File: config.mk
export PLATFORM = sky130hd
export DESIGN_NAME = intdiv_seq
export DESIGN_NICKNAME = d
export VERILOG_FILES = /design/src/rtl/intdiv_seq.sv
export SDC_FILE = /design/constraint.sdc
export NUM_CORES = 1
export LEC_CHECK = 0
export BUFFER_PORTS_ARGS = -buffer_cell sky130_fd_sc_hd__buf_2
export CAP_MARGIN = 5
export CORE_MARGIN = 2
export CORE_UTILIZATION = 46
export CTS_CLUSTER_DIAMETER = 80
export DETAILED_ROUTE_END_ITERATION = 16
export GPL_TIMING_DRIVEN = 0
export HOLD_SLACK_MARGIN = 0.1
export SLEW_MARGIN = 40
export SYNTH_ARGS = -nofsm -noshare
export SYNTH_HDL_FRONTEND = slang
export SYNTH_SLANG_ARGS = --single-unit
export TNS_END_PERCENT = 20
File: constraint.sdc
create_clock -name clk -period 3.96 [get_ports clk]
set_clock_uncertainty 0.1 [all_clocks]
set_input_delay 0.198 -clock clk [delete_from_list [all_inputs] [get_ports clk]]
set_output_delay 0.198 -clock clk [all_outputs]
set_load 0.03 [all_outputs]
File: src/rtl/intdiv_seq.sv
// ============================================================================
// intdiv_seq : sequential N-bit signed/unsigned integer divider
//              (non-restoring, one quotient bit per cycle, valid/ready ports)
// Revision 1.0
// ============================================================================
`default_nettype none

module intdiv_seq #(
    parameter int N = 8
) (
    input  logic         clk,
    input  logic         rst_n,
    input  logic         in_valid,
    output logic         in_ready,
    input  logic [N-1:0] x,
    input  logic [N-1:0] y,
    input  logic         signed_mode,
    output logic         out_valid,
    input  logic         out_ready,
    output logic [N-1:0] z,
    output logic [N-1:0] r,
    output logic         dbz,
    output logic         ovf
);

    localparam int CW = $clog2(N);
    localparam int PW = N + 1;

    typedef enum logic [1:0] {
        IDLE = 2'd0,
        ITER = 2'd1,
        ADJ  = 2'd2,
        DONE = 2'd3
    } state_t;

    state_t        state;
    logic [PW-1:0] pr;
    logic [N-1:0]  qa;
    logic [N-1:0]  dvs;
    logic [CW-1:0] cnt;
    logic          neg_q;
    logic          neg_r;

    logic [N-1:0]  x_mag;
    logic [N-1:0]  y_mag;
    logic [PW-1:0] dx;
    logic [PW-1:0] sh;
    logic [PW-1:0] pr_step;
    logic [PW-1:0] pr_fix;
    logic [N-1:0]  rem;
    logic          is_min_x;

    assign in_ready = (state == IDLE);

    assign x_mag    = (signed_mode && x[N-1]) ? (~x + N'(1)) : x;
    assign y_mag    = (signed_mode && y[N-1]) ? (~y + N'(1)) : y;
    assign is_min_x = (x == {1'b1, {(N-1){1'b0}}});

    // Partial remainder stays in [-|y|, |y|); arithmetic wraps in N+1 bits
    // during the shift, but the post-add/subtract value always fits.
    assign dx      = {1'b0, dvs};
    assign sh      = {pr[N-1:0], qa[N-1]};
    assign pr_step = pr[N] ? (sh + dx) : (sh - dx);
    assign pr_fix  = pr[N] ? (pr + dx) : pr;
    assign rem     = pr_fix[N-1:0];

    always_ff @(posedge clk or negedge rst_n) begin
        if (!rst_n) begin
            state     <= IDLE;
            pr        <= '0;
            qa        <= '0;
            dvs       <= '0;
            cnt       <= '0;
            neg_q     <= 1'b0;
            neg_r     <= 1'b0;
            out_valid <= 1'b0;
            z         <= '0;
            r         <= '0;
            dbz       <= 1'b0;
            ovf       <= 1'b0;
        end else begin
            case (state)
                IDLE: begin
                    if (in_valid) begin
                        if (y == '0) begin
                            z         <= '1;
                            r         <= x;
                            dbz       <= 1'b1;
                            ovf       <= 1'b0;
                            out_valid <= 1'b1;
                            state     <= DONE;
                        end else if (signed_mode && is_min_x && (y == '1)) begin
                            z         <= x;
                            r         <= '0;
                            dbz       <= 1'b0;
                            ovf       <= 1'b1;
                            out_valid <= 1'b1;
                            state     <= DONE;
                        end else begin
                            pr    <= '0;
                            qa    <= x_mag;
                            dvs   <= y_mag;
                            neg_q <= signed_mode && (x[N-1] ^ y[N-1]);
                            neg_r <= signed_mode && x[N-1];
                            cnt   <= CW'(N - 1);
                            state <= ITER;
                        end
                    end
                end
                ITER: begin
                    // Quotient bits shift into qa as dividend bits shift out.
                    pr  <= pr_step;
                    qa  <= {qa[N-2:0], ~pr_step[N]};
                    cnt <= cnt - CW'(1);
                    if (cnt == '0) begin
                        state <= ADJ;
                    end
                end
                ADJ: begin
                    z         <= neg_q ? (~qa + N'(1)) : qa;
                    r         <= neg_r ? (~rem + N'(1)) : rem;
                    dbz       <= 1'b0;
                    ovf       <= 1'b0;
                    out_valid <= 1'b1;
                    state     <= DONE;
                end
                DONE: begin
                    if (out_ready) begin
                        out_valid <= 1'b0;
                        dbz       <= 1'b0;
                        ovf       <= 1'b0;
                        state     <= IDLE;
                    end
                end
                default: state <= IDLE;
            endcase
        end
    end

endmodule

`default_nettype wire
# == Word level (Yosys, flattened, before mapping) ==
# Index checks and enable logic that the tools add are counted.
# classes
n_addsub,8
eq_ne,11
muxes,44
bitwise_logic,8
reduce_logical,16
# op_table
operator,count
8-bit two-way mux,14
8-bit case mux with 2 select lines,3
9-bit two-way mux,4
8-bit by 1-bit adder with 8-bit output (second input constant),4
8-bit inverter,4
9-bit case mux with 2 select lines,1
8-bit equality test (second input constant),2
4-bit AND reduction,3
2-bit two-way mux,5
2-bit inequality test (second input constant),5
9-bit by 8-bit adder with 9-bit output,1
1-bit two-way mux,9
3-bit two-way mux,3
1-bit case mux with 3 select lines,3
9-bit by 8-bit subtractor with 9-bit output,1
8-bit adder,1
8-bit logical NOT,1
2-bit case mux with 4 select lines,1
3-bit case mux with 2 select lines,1
3-bit AND reduction,2
1-bit logical AND,5
2-bit equality test (second input constant),2
2-bit nonzero test,2
3-bit logical NOT,1
other kinds (7),9
# totals
regBits,51

# == Depth between registers and ports, before layout ==
# depth
ltp_word,7
depth_mapped,13

# == Worst setup path after synthesis ==
# No wires, ideal clock.
# synth_path
path_kind,reg2reg
startpoint,register pr[8]
endpoint,register pr[7]
setup_time_ns,0.127
t_arrival_ns,2.522
t_required_ns,3.733
setup_slack_ns,1.211
path_stages_with_launch,12
period_less_slack_ns,2.749
path_cell_list,dfrtp_1 buf_6 buf_6 clkbuf_1 mux2_2 ha_1 a21o_1 a21oi_1 o21ai_0 o41ai_1 xor2_1 o21ai_0
# synth_via
elab_chain_len,2
# synth_rtl
item,line,text
from (decl),37,logic [PW-1:0] pr;
from (signal assigned),112,pr <= pr_step;
9-bit two-way mux,63,assign pr_step = pr[N] ? (sh + dx) : (sh - dx);
9-bit case mux with 2 select lines,82,case (state)
# No other way between the ends.
# A chain may end at the register's enable or synchronous reset.

# == Final worst setup path ==
# layout_path
startpoint,register pr[8]
endpoint,register qa[0]
# layout_via
elab_chain_len,3
# layout_rtl
item,line,text
9-bit two-way mux,63,
1-bit inverter,113,"qa <= {qa[N-2:0], ~pr_step[N]};"
8-bit case mux with 2 select lines,82,
to (signal assigned),101,qa <= x_mag;
to (signal assigned),113,
to (decl),38,logic [N-1:0] qa;
# No other way between the ends.

==> impl_results.md <==
* Post-synthesis simple-gate area fraction at 0.188
* Worst R2R End: qa[0]$_DFFE_PN0P_
* Global placement routability congestion at roughly 0.88
* Critical path class: reg -> reg
* Tmin final at approximately 3.2 ns
* Reg2Reg Setup Slack at between 0.7 and 0.8 ns
* Root buffer cell: clkbuf_8
* Post-Synth XOR/XNOR Area at 0.0835
* Status: complete, no violations
* Mapped Cells at between 400 and 500
* Final non-filler cell total at about 610
* Synthesized cell area at around 3800 µm²
* Sequential fraction of the synthesis area at 0.333
* Max cap viols at 0
* Share of cells above drive strength 1 at 0.143
* Count of pins over their slew limit at 0
* Vias in the first global route at roughly 3300
* Async set or reset register ratio after synthesis at 1.00
* Worst R2R Path Depth at 13
* Peak supply drop at about 0.00033 V
* First-pass GRT wire length at around 17000 µm
* Synth area leaders: dfrtp_1 (33%), ha_1 (8.8%), a21oi_1 (5.2%), nor2_1 (4.7%), nand2_1 (4.5%)
* Compound-Gate Fraction of Synth Area at 0.221
* Worst skew pair latency at 0.31 ns
* Synth Register Bits at a little over 50
* Critical path's slowest cell: clkbuf_1
* Synth warn at 0
* Wire per inst at between 15 and 20 µm
* Leading area contributor after synthesis: dfrtp_1
* Final ANT Viol Nets at 0
* CTS tree: done
* Buf+Inv Stages, Crit Path at 3
* Row count at 33
* CP most frequent cell: buf_6
* 1st-pass router iterations at 5
* Port bufs at 39
* Hold Path Class: in -> reg
* PwrDens at between 800 and 900 nW/µm²
* Mux cell area share after synthesis at 0.0248
* Largest family of logic cells by synthesized area: compound AO/OA/AOI/OAI gates
* Min-Delay Startpoint: y[3]
* CP Cell Sequence: buf_6 -> buf_6 -> clkbuf_1 -> nor2_1 -> xor2_1 -> ha_1 -> nor2b_1 -> o21a_1 -> o21ai_0 -> nand2_1 -> a31oi_1 -> xnor2_1 -> a31o_1
* Sink Count at 51
* Post-synth net total at 500
* Final setup fails at 0
* Post-synth EDFFs at 0
* Netlist cell types at 55
* Max incr delay on CP at between 0.4 and 0.5 ns
* Hold_ws at roughly 0.12 ns
* Via Count at 3417
* Count leader, synth: dfrtp_1
* CTS resizes at 0
* DP Cell Count at a little under 600
* Max_slew headroom at 0.542
* Cell family with most CP delay: compound AO/OA/AOI/OAI gates
* Area growth, synth to finish at 12.9%
* Post-DP HPWL at approximately 7500 µm
* Period Utilization, post-route at 0.811
* Initial antenna violation count at 0
* Worst r2r src: pr[8]$_DFFE_PN0P_
* Hold endpoint: dvs[3]$_DFFE_PN0P_
* Die X at around 95 µm
* Syn avg cell area at 8.53 µm²
* Worst EP required at between 4 and 5 ns
* Drt via density at roughly 5.6
* Critical Path Sink Type: register
* Adder-cell share of the synthesized area at 0.0985
* CP Max Fanout at 10
* Synth cell count leaders: dfrtp_1 (51), nor2_1 (48), nand2_1 (46), a21oi_1 (40)
* Final wirelength at between 9000 and 10000 µm
* Die height at roughly 95 µm
* RSZ-0062 raised after global routing: no
* Grt ovf at 0
* Post-layout util at 0.533
* Starting Density at 0.472
* Leak at 1.91 nW
* Crit start category: register
* CP arrival at approximately 3.3 ns
* Fmax at just over 300 MHz
* Final hold violation count at 0
* Core ar. at around 8100 µm²
* Most common flop cell mapped by yosys: dfrtp_1
* Reg clk slew, reported paths at roughly 0.10 ns
* Nets at roughly 550
* Setup bufs post-CTS at 0
* DRC Markers at 0
* Inserted Diodes at 0
* Longest Clk Path Bufs at 2
* Total power at 3.68 mW
* Die ar. at roughly 9100 µm²
* Largest net degree at the start of global routing at 52
* Total GRT Usage at 0.235
* CTS buffer count at 5
* Actual slew at the worst max-slew pin at just under 0.7 ns
* Initial DRC count at approximately 200
* Synth top area share at 0.333
* Hold path depth at 3
* Num ports at 41
* H-tree depth at 2
* Hold-fix buffers, CTS at 6
* Sum Neg Setup Slack at 0 ns
-- kinds of logic (layout without fill, tap and decap cells) --
kind of cell | count (synthesis) | count (layout)
simple gates | 149 | 149
buf+inv | 47 | 99
compound gates | 130 | 130
flops | 51 | 51
fa+ha+maj | 29 | 29
mux | 9 | 9
xor+xnor | 35 | 35
-- stage by stage --
step	instance area, µm²	worst slack, ns
6_report	4330	0.749
4_1_cts	4330	0.754
2_1_floorplan	3840	1.21
3_5_place_dp	4170	0.771
3_3_place_gp	4160	0.783
5_1_grt	4330	0.533
-- power by group --
| group | switching, mW | internal [mW] | total [mW] |
|---|---|---|---|
| Combinational | 1.43 | 0.900 | 2.33 |
| Sequential | 0.235 | 0.748 | 0.983 |
| Clock | 0.183 | 0.185 | 0.368 |
| Total | 1.85 | 1.83 | 3.68 |
-- routing by layer --
layer | global-route usage | part of all wire
met3 | 0.0292 | 0.047
met5 | 0 | 0
met2 | 0.376 | 0.45
met1 | 0.338 | 0.49
met4 | 0.0543 | 0.012
-- final cells by class --
type | count | area (µm²)
fillers | 761 | 3800
repair buffers | 45 | 258
flip-flops and latches | 51 | 1280
clock inverters | 2 | 37.5
clock buffers | 5 | 68.8
plain buffers | 17 | 85.1
multi-input cells | 352 | 2360
inverters | 30 | 113
well taps | 105 | 131
-- worst register-to-register path, delay by kind of cell (launching register included) --
family | cells | cell delay, ns
buffers and inverters | 3 | 0.70
AOI/OAI and AO/OA | 4 | 0.95
adders and majority gates | 1 | 0.32
xor gates and xnor gates | 2 | 0.30
and+or+nand+nor | 3 | 0.38
DFF | 1 | 0.36
-- registers in the layout (all words and copies together), names as in the netlist --
signal	count
dbz	1
cnt	3
pr	9
ovf	1
qa	8
z	8
dvs	8
state	2
r	8
neg_r	1
neg_q	1
out_valid	1
-- worst max path at each step --
stage	slack, ns	to	start	cells after the start
after CTS	0.75	qa[0]$_DFFE_PN0P_	pr[8]$_DFFE_PN0P_	13
after global placement	0.78	qa[0]$_DFFE_PN0P_	pr[8]$_DFFE_PN0P_	13
after global routing	0.53	qa[0]$_DFFE_PN0P_	pr[8]$_DFFE_PN0P_	13
after detailed placement	0.77	qa[0]$_DFFE_PN0P_	pr[8]$_DFFE_PN0P_	13
final	0.75	qa[0]$_DFFE_PN0P_	pr[8]$_DFFE_PN0P_	13
after floorplan	1.21	pr[7]$_DFFE_PN0P_	pr[8]$_DFFE_PN0P_	11
-- cell usage in the layout (no fill, tap or decap), drive strengths merged, types with 9 or more instances in the layout --
master  synthesis  final
a21oi          41     41
ha             27     27
xor2           16     16
clkbuf         10     15
xnor2          18     18
buf             7     46
o31ai           9      9
inv            30     30
nand2          47     47
o21ai          35     35
dfrtp          51     51
nor2           48     48
a31oi           9      9
nor3           12     12
Note: power is estimated with default switching activity, not from simulation.
